### config.mk
export PLATFORM = sky130hd
export DESIGN_NAME = rf_wb_arbiter
export DESIGN_NICKNAME = d
export VERILOG_FILES = /design/src/rtl/rf_pkg.sv /design/src/rtl/rr_arb2.sv /design/src/rtl/rf_wb_arbiter.sv
export SDC_FILE = /design/constraint.sdc
export NUM_CORES = 1
export LEC_CHECK = 0
export BUFFER_PORTS_ARGS = -buffer_cell sky130_fd_sc_hd__clkbuf_2
export CAP_MARGIN = 25
export CORE_MARGIN = 4
export CORE_UTILIZATION = 48
export CTS_BUF_LIST = sky130_fd_sc_hd__clkbuf_8
export CTS_CLUSTER_SIZE = 10
export DETAILED_ROUTE_END_ITERATION = 12
export GPL_ROUTABILITY_DRIVEN = 0
export PLACE_DENSITY = 0.82
export SLEW_MARGIN = 20
export SYNTH_ARGS = -nofsm -noshare
export SYNTH_HDL_FRONTEND = slang
export SYNTH_SLANG_ARGS = --single-unit
export TNS_END_PERCENT = 20
### constraint.sdc
create_clock -name clk -period 2 [get_ports clk]
set_input_delay 0.4 -clock clk [delete_from_list [all_inputs] [get_ports clk]]
set_output_delay 0.4 -clock clk [all_outputs]
set_load 0.02 [all_outputs]
### src/rtl/rf_pkg.sv
// Shared definitions for the register-file write-back arbiter.
package rf_pkg;

    localparam int unsigned REG_ADDR_W = 5;
    localparam int unsigned NUM_REGS   = 32;

    // Requester identity, stored as the last-granted requester.
    typedef enum logic {
        REQ_ALU = 1'b0,
        REQ_LSU = 1'b1
    } req_e;

endpackage

### src/rtl/rr_arb2.sv
// Two-input round-robin arbiter. Bit 0 = ALU, bit 1 = LSU; owns the last_grant flop.
module rr_arb2
    import rf_pkg::*;
(
    input  logic       clk,
    input  logic       rst_n,
    input  logic [1:0] req,
    input  logic       xfer,
    output logic [1:0] gnt
);

    req_e last_grant_q, last_grant_d;

    always_ff @(posedge clk or negedge rst_n) begin
        if (!rst_n) begin
            last_grant_q <= REQ_LSU;
        end else begin
            last_grant_q <= last_grant_d;
        end
    end

    always_comb begin
        last_grant_d = last_grant_q;
        if (xfer) begin
            last_grant_d = gnt[1] ? REQ_LSU : REQ_ALU;
        end
    end

    // On a tie, the requester that did not win last time goes first.
    always_comb begin
        gnt = 2'b00;
        case (req)
            2'b01:   gnt = 2'b01;
            2'b10:   gnt = 2'b10;
            2'b11:   gnt = (last_grant_q == REQ_LSU) ? 2'b01 : 2'b10;
            default: gnt = 2'b00;
        endcase
    end

endmodule

### src/rtl/rf_wb_arbiter.sv
// Arbitrates ALU/LSU write-backs onto the register-file write port and tracks pending writes.
// Define RF_WB_BYPASS_EN to add two same-cycle bypass lookup channels.
module rf_wb_arbiter
    import rf_pkg::*;
#(
    parameter int unsigned DATA_WIDTH = 32
) (
    input  logic                  clk,
    input  logic                  rst_n,
    input  logic                  alu_valid,
    output logic                  alu_ready,
    input  logic [REG_ADDR_W-1:0] alu_addr,
    input  logic [DATA_WIDTH-1:0] alu_data,
    input  logic                  lsu_valid,
    output logic                  lsu_ready,
    input  logic [REG_ADDR_W-1:0] lsu_addr,
    input  logic [DATA_WIDTH-1:0] lsu_data,
    input  logic                  issue_en,
    input  logic [REG_ADDR_W-1:0] issue_rd,
`ifdef RF_WB_BYPASS_EN
    input  logic [REG_ADDR_W-1:0] byp_addr1,
    input  logic [REG_ADDR_W-1:0] byp_addr2,
    output logic                  byp_hit1,
    output logic                  byp_hit2,
    output logic [DATA_WIDTH-1:0] byp_data1,
    output logic [DATA_WIDTH-1:0] byp_data2,
`endif
    output logic [NUM_REGS-1:0]   busy,
    output logic                  rf_wr_en,
    output logic [REG_ADDR_W-1:0] rf_wr_addr,
    output logic [DATA_WIDTH-1:0] rf_wr_data
);

    logic [1:0]            req, gnt;
    logic                  xfer_any;
    logic                  wr_d;
    logic [REG_ADDR_W-1:0] sel_addr;
    logic [DATA_WIDTH-1:0] sel_data;

    logic                  rf_wr_en_q;
    logic [REG_ADDR_W-1:0] rf_wr_addr_q;
    logic [DATA_WIDTH-1:0] rf_wr_data_q;
    logic [NUM_REGS-1:0]   busy_q, busy_d;

    assign req = {lsu_valid, alu_valid};

    rr_arb2 u_arb (
        .clk   (clk),
        .rst_n (rst_n),
        .req   (req),
        .xfer  (wr_d),
        .gnt   (gnt)
    );

    assign alu_ready = gnt[0];
    assign lsu_ready = gnt[1];

    assign xfer_any = |(req & gnt);
    assign sel_addr = gnt[1] ? lsu_addr : alu_addr;
    assign sel_data = gnt[1] ? lsu_data : alu_data;
    // x0 transfers complete the handshake but neither write nor move the priority.
    assign wr_d     = xfer_any && (sel_addr != '0);

    always_ff @(posedge clk or negedge rst_n) begin
        if (!rst_n) begin
            rf_wr_en_q   <= 1'b0;
            rf_wr_addr_q <= '0;
            rf_wr_data_q <= '0;
        end else begin
            rf_wr_en_q <= wr_d;
            if (wr_d) begin
                rf_wr_addr_q <= sel_addr;
                rf_wr_data_q <= sel_data;
            end
        end
    end

    // Set is applied after clear so a newer pending write wins.
    always_comb begin
        busy_d = busy_q;
        if (rf_wr_en_q && (rf_wr_addr_q != '0)) begin
            busy_d[rf_wr_addr_q] = 1'b0;
        end
        if (issue_en && (issue_rd != '0)) begin
            busy_d[issue_rd] = 1'b1;
        end
        busy_d[0] = 1'b0;
    end

    always_ff @(posedge clk or negedge rst_n) begin
        if (!rst_n) begin
            busy_q <= '0;
        end else begin
            busy_q <= busy_d;
        end
    end

    assign busy       = busy_q;
    assign rf_wr_en   = rf_wr_en_q;
    assign rf_wr_addr = rf_wr_addr_q;
    assign rf_wr_data = rf_wr_data_q;

`ifdef RF_WB_BYPASS_EN
    assign byp_hit1  = rf_wr_en_q && (rf_wr_addr_q == byp_addr1) && (byp_addr1 != '0);
    assign byp_hit2  = rf_wr_en_q && (rf_wr_addr_q == byp_addr2) && (byp_addr2 != '0);
    assign byp_data1 = rf_wr_data_q;
    assign byp_data2 = rf_wr_data_q;
`endif

endmodule

Word level (Yosys, flattened, before mapping)
Cells that the tools add are included.

$lt $le $gt $ge: 4. Equal/unequal tests: 3. Bitwise operators: 4. Multiplexer cells: 11. Reduce and logical (&&, ||, !) cells: 9.

Operators with widths (number): 32-bit two-way mux (3); 32-bit AND (1); 32-bit inverter (1); 32-bit OR (1); 5-bit nonzero test (3); 5-bit by 6-bit < comparator with 1-bit output, second input constant (2); 1-bit demux with 5-bit select (2); 5-bit by 1-bit >= comparator with 1-bit output, second input constant (2); 2-bit case mux with 3 select lines (1); 1-bit logical AND (5); 5-bit two-way mux (1); 2-bit equality test, second input constant (2); 1-bit two-way mux (3); 2-bit AND (1); 2-bit by 1-bit equality test with 1-bit output, second input constant (1); 2-bit two-way mux (1); 2-bit OR reduction (1).

Register bits: 70. Output and inout bits: 72. Input port bits: 84.

Longest topological paths before layout
Depth after elaboration: 9. Depth in mapped cells: 6. Mapped depth without buffers: 4.

Hierarchy
Synthesis repeated with hierarchy kept, for this count alone.

Cell total of the unflattened synthesis: 255. Area total of the unflattened synthesis: 3323.2 um^2.

Modules (own cells, without submodules): rf_wb_arbiter (cells each 250, area each 3259.4 um^2, times used 1); rr_arb2 (cells each 5, area each 63.8 um^2, times used 1).

Worst setup path after synthesis
No wires, ideal clock.

Path type: input port to flip-flop. Start point: input lsu_addr[3]. End point: register rf_wr_data_q[10] (netlist: rf_wr_data[10]). Data arrival time: 1717 ps. Stages: 6. Library setup time: 125 ps. Setup slack: 158 ps. Buffers on the path: 2. Required time: 1875 ps. Path through: or4_1 -> nor2_1 -> a211oi_1 -> buf_6 -> buf_6 -> mux2_4.

Word-level cells in the longest chain between the ends: 3.

Ends and longest elaborated chain: start, declared (line rf_wb_arbiter.sv:16) `input logic [REG_ADDR_W-1:0] lsu_addr,`; 5-bit two-way mux (line rf_wb_arbiter.sv:59) `assign sel_addr = gnt[1] ? lsu_addr : alu_addr;`; 5-bit nonzero test (line rf_wb_arbiter.sv:62) `assign wr_d = xfer_any && (sel_addr != '0);`; 1-bit logical AND (line rf_wb_arbiter.sv:62); end signal, assigned (line rf_wb_arbiter.sv:73) `rf_wr_data_q <= sel_data;`; end, declared (line rf_wb_arbiter.sv:42) `logic [DATA_WIDTH-1:0] rf_wr_data_q;`.

Every way passes these cells. A chain may end at the register's enable or synchronous reset.

Final worst setup path
Start point: register u_arb.last_grant_q. End point: output alu_ready.

Word-level cells in the longest chain between the ends: 2.

Ends and longest elaborated chain: start, declared (line rr_arb2.sv:12) `req_e last_grant_q, last_grant_d;`; start signal, assigned (line rr_arb2.sv:18) `last_grant_q <= last_grant_d;`; 2-bit two-way mux (line rr_arb2.sv:35) `2'b11: gnt = (last_grant_q == REQ_LSU) ? 2'b01 : 2'b10;`; 2-bit case mux with 3 select lines (line rr_arb2.sv:32) `case (req)`; end, declared (line rf_wb_arbiter.sv:11) `output logic alu_ready,`.

Every way passes these cells.

==> results.sh <==
export IMPL_max_vdd_ir_drop_mv=0.790
export IMPL_grt_pass1_wl_um=14000
export IMPL_netlist_area_um2=3280
export IMPL_io_buffers=154
export IMPL_syn_area_per_cell_um2=12.6
export IMPL_fin_crit_sh_pct=95.1
export IMPL_grt_pass1_vias=2865
export IMPL_clk_path_buf_depth=2
export IMPL_finalPower_mw=5.22
export IMPL_synth_cell_types=29
export IMPL_required_ps=1600
export IMPL_synth_nets=345
export IMPL_grtUsageTotal_pct=21.1
export IMPL_synth_seq_area_share_pct=53.4
export IMPL_dieArea_um2=8230
export IMPL_globalRouteMet1Util_pct=25.7
export IMPL_cts_sinks=70
export IMPL_p_per_area_nw_per_um2=1180
export IMPL_drt_iter0_markers=90
export IMPL_grt_max_degree=71
export IMPL_grt_use_met3_pct=6.08
export IMPL_hold_violations=0
export IMPL_slew_violations=0
export IMPL_drtAntennaViolNets=0
export IMPL_avgRoutedWirePerCell_um=17.1
export IMPL_critPathBufInv=2
export IMPL_chipHeight_um=90.7
export IMPL_nets=506
export IMPL_slowest_stage="dfstp_2"
export IMPL_async_flop_share_pct=100
export IMPL_rows=29
export IMPL_drtPass1Iterations=6
export IMPL_finalInstanceArea_um2=4440
export IMPL_drc_errors=0
export IMPL_fillers=507
export IMPL_critPathMaxFanout=34
export IMPL_hold_path_class="in2async"
export IMPL_cp_start_kind="flip-flop"
export IMPL_ioPinCount=156
export IMPL_gr_usage_met2_pct=34.8
export IMPL_cts_root_buffer="clkbuf_8"
export IMPL_drive_above_1_share_pct=58.8
export IMPL_ys_top_cells_by_count="69 x dfrtp_1, 64 x o21ai_0, 48 x mux2_2"
export IMPL_rrSetupSlack_ps=110
export IMPL_yosys_register_bits=70
export IMPL_hold_ws_ps=63.0
export IMPL_end_kind="output pin"
export IMPL_setup_violations=0
export IMPL_period_needed_ps=1900
export IMPL_arrival_ps=1500
export IMPL_routed_wirelength_um=8610
export IMPL_area_growth_syn_to_layout_pct=35.1
export IMPL_fin_util_pct=68.3
export IMPL_synth_flop_cell="dfrtp_1"
export IMPL_placedCellCount=488
export IMPL_cts_buffers=9
export IMPL_yosys_warnings=0
export IMPL_status="completed"
export IMPL_core_um2=6490
export IMPL_syn_inst=261
export IMPL_final_setup_skew_ps=10.8
export IMPL_path_cells="a21boi_4, buf_12, nor2_2, buf_4"
export IMPL_clock_latency_ps=340
export IMPL_place_ws_ps=-41.9
export IMPL_finalSetupTns_ps=0
export IMPL_p_leak_nw=2.15
export IMPL_busiest_layer="met2"
export IMPL_post_cts_buffers=0
export IMPL_hpwl_um=6570
export IMPL_die_w_um=90.7
export IMPL_placed_area_um2=4190
export IMPL_critPathKind="reg2out"
export IMPL_rsz0062_at_grt="no"
export IMPL_vias=2713
export IMPL_antenna_found_initial=0
export IMPL_hold_buffers=0
export IMPL_synth_area_leader_cell="dfrtp_1"
export IMPL_ys_top_cells_by_area="dfrtp_1 53%, mux2_2 16%, o21ai_0 9.8%"
export IMPL_synth_edf_count=0
export IMPL_crit_family="flip-flops"
export IMPL_multi_input_area_um2=1480
export IMPL_clkTransAtPathRegs_ps=80
export IMPL_grt_overflow_total=0
export IMPL_synth_top_area_share_pct=52.6
export IMPL_start_util_pct=50.6
export IMPL_max_stage_delay_ps=580
export IMPL_synth_most_common_cell="dfrtp_1"
export IMPL_tritoncts="built"
export IMPL_vias_per_cell=5.38
export IMPL_critPathLaunch="u_arb.last_grant_q"
export IMPL_r2r_start="u_arb.last_grant_q"
export IMPL_ctsResizeCount=0
export IMPL_register_area_um2=1750
export IMPL_layout_setup_ws_ps=99.0
export IMPL_timing_fmax_ghz=0.526
export IMPL_cts_max_level=3
export IMPL_stdcell_count=504
export IMPL_maxCapViolCount=0
export IMPL_n_antenna_cell=0
layout make-up:
type,count,area share [%]
Sequential cell,70,39.5
Clock inverter,7,2.57
Inverter,1,0.0846
Tap cell,77,2.17
Clock buffer,9,2.79
Timing Repair Buffer,162,19.6
Multi-Input combinational cell,178,33.2
state kept, by name, indices dropped and copies added, names as in the netlist:
name	cells
busy	31
rf_wr_addr	5
rf_wr_en	1
rf_wr_data	32
u_arb.last_grant_q	1
power breakdown:
part	leakage, nW	internal, mW	switching, mW
clock	0.117	0.822	0.535
sequential	0.804	1.84	0.255
combinational	1.23	0.687	1.09
cell usage in the layout, fill, tap and decap left out:
cell type,Yosys,routed
a211oi_4,0,1
a21boi_4,0,1
a21o_1,1,1
a22oi_1,1,1
buf_12,0,3
buf_2,3,1
buf_4,1,6
bufinv_16,0,3
clkbuf_2,0,152
clkbuf_8,0,9
clkinv_2,0,1
clkinvlp_4,0,2
conb_1,1,1
dfrtp_1,69,69
dfstp_2,1,1
inv_1,1,2
mux2_1,4,4
mux2_2,48,48
mux2_4,20,20
nand2_1,6,6
nand2b_1,2,2
nand3_1,7,7
nand3b_1,5,5
nand4_1,1,1
nor2_1,6,5
nor2_2,0,1
nor2b_1,3,3
nor3_2,1,1
nor3b_1,1,1
o21ai_0,64,64
or2_0,1,1
or3_1,1,1
or3b_2,1,1
or4_1,2,2
path summary, 6_finish.rpt:
check                                      to  cells after the start
hold reg to reg                 rf_wr_data[5]                      1
setup / recovery                    alu_ready                      4
setup reg to reg               rf_wr_data[31]                      5
hold / removal                 rf_wr_data[18]                      2
max in group asynchronous  u_arb.last_grant_q                      2
min in group clk                rf_wr_addr[0]                      3
logic make-up after synthesis:
kind of cell,Yosys count,share of synthesized area (%)
mux,72,27.0
flops,70,53.4
compound gates,68,10.8
simple gates,37,6.36
buf+inv,13,2.40
other cells,1,0.114
metal layers:
metal / share of wire, % / up-vias
li1: - / 1267
met1: 40 / 1303
met2: 50 / 128
met3: 8.5 / 15
met4: 1.5 / 0
met5: 0 / -
Note: power is estimated with default switching activity, not from simulation.
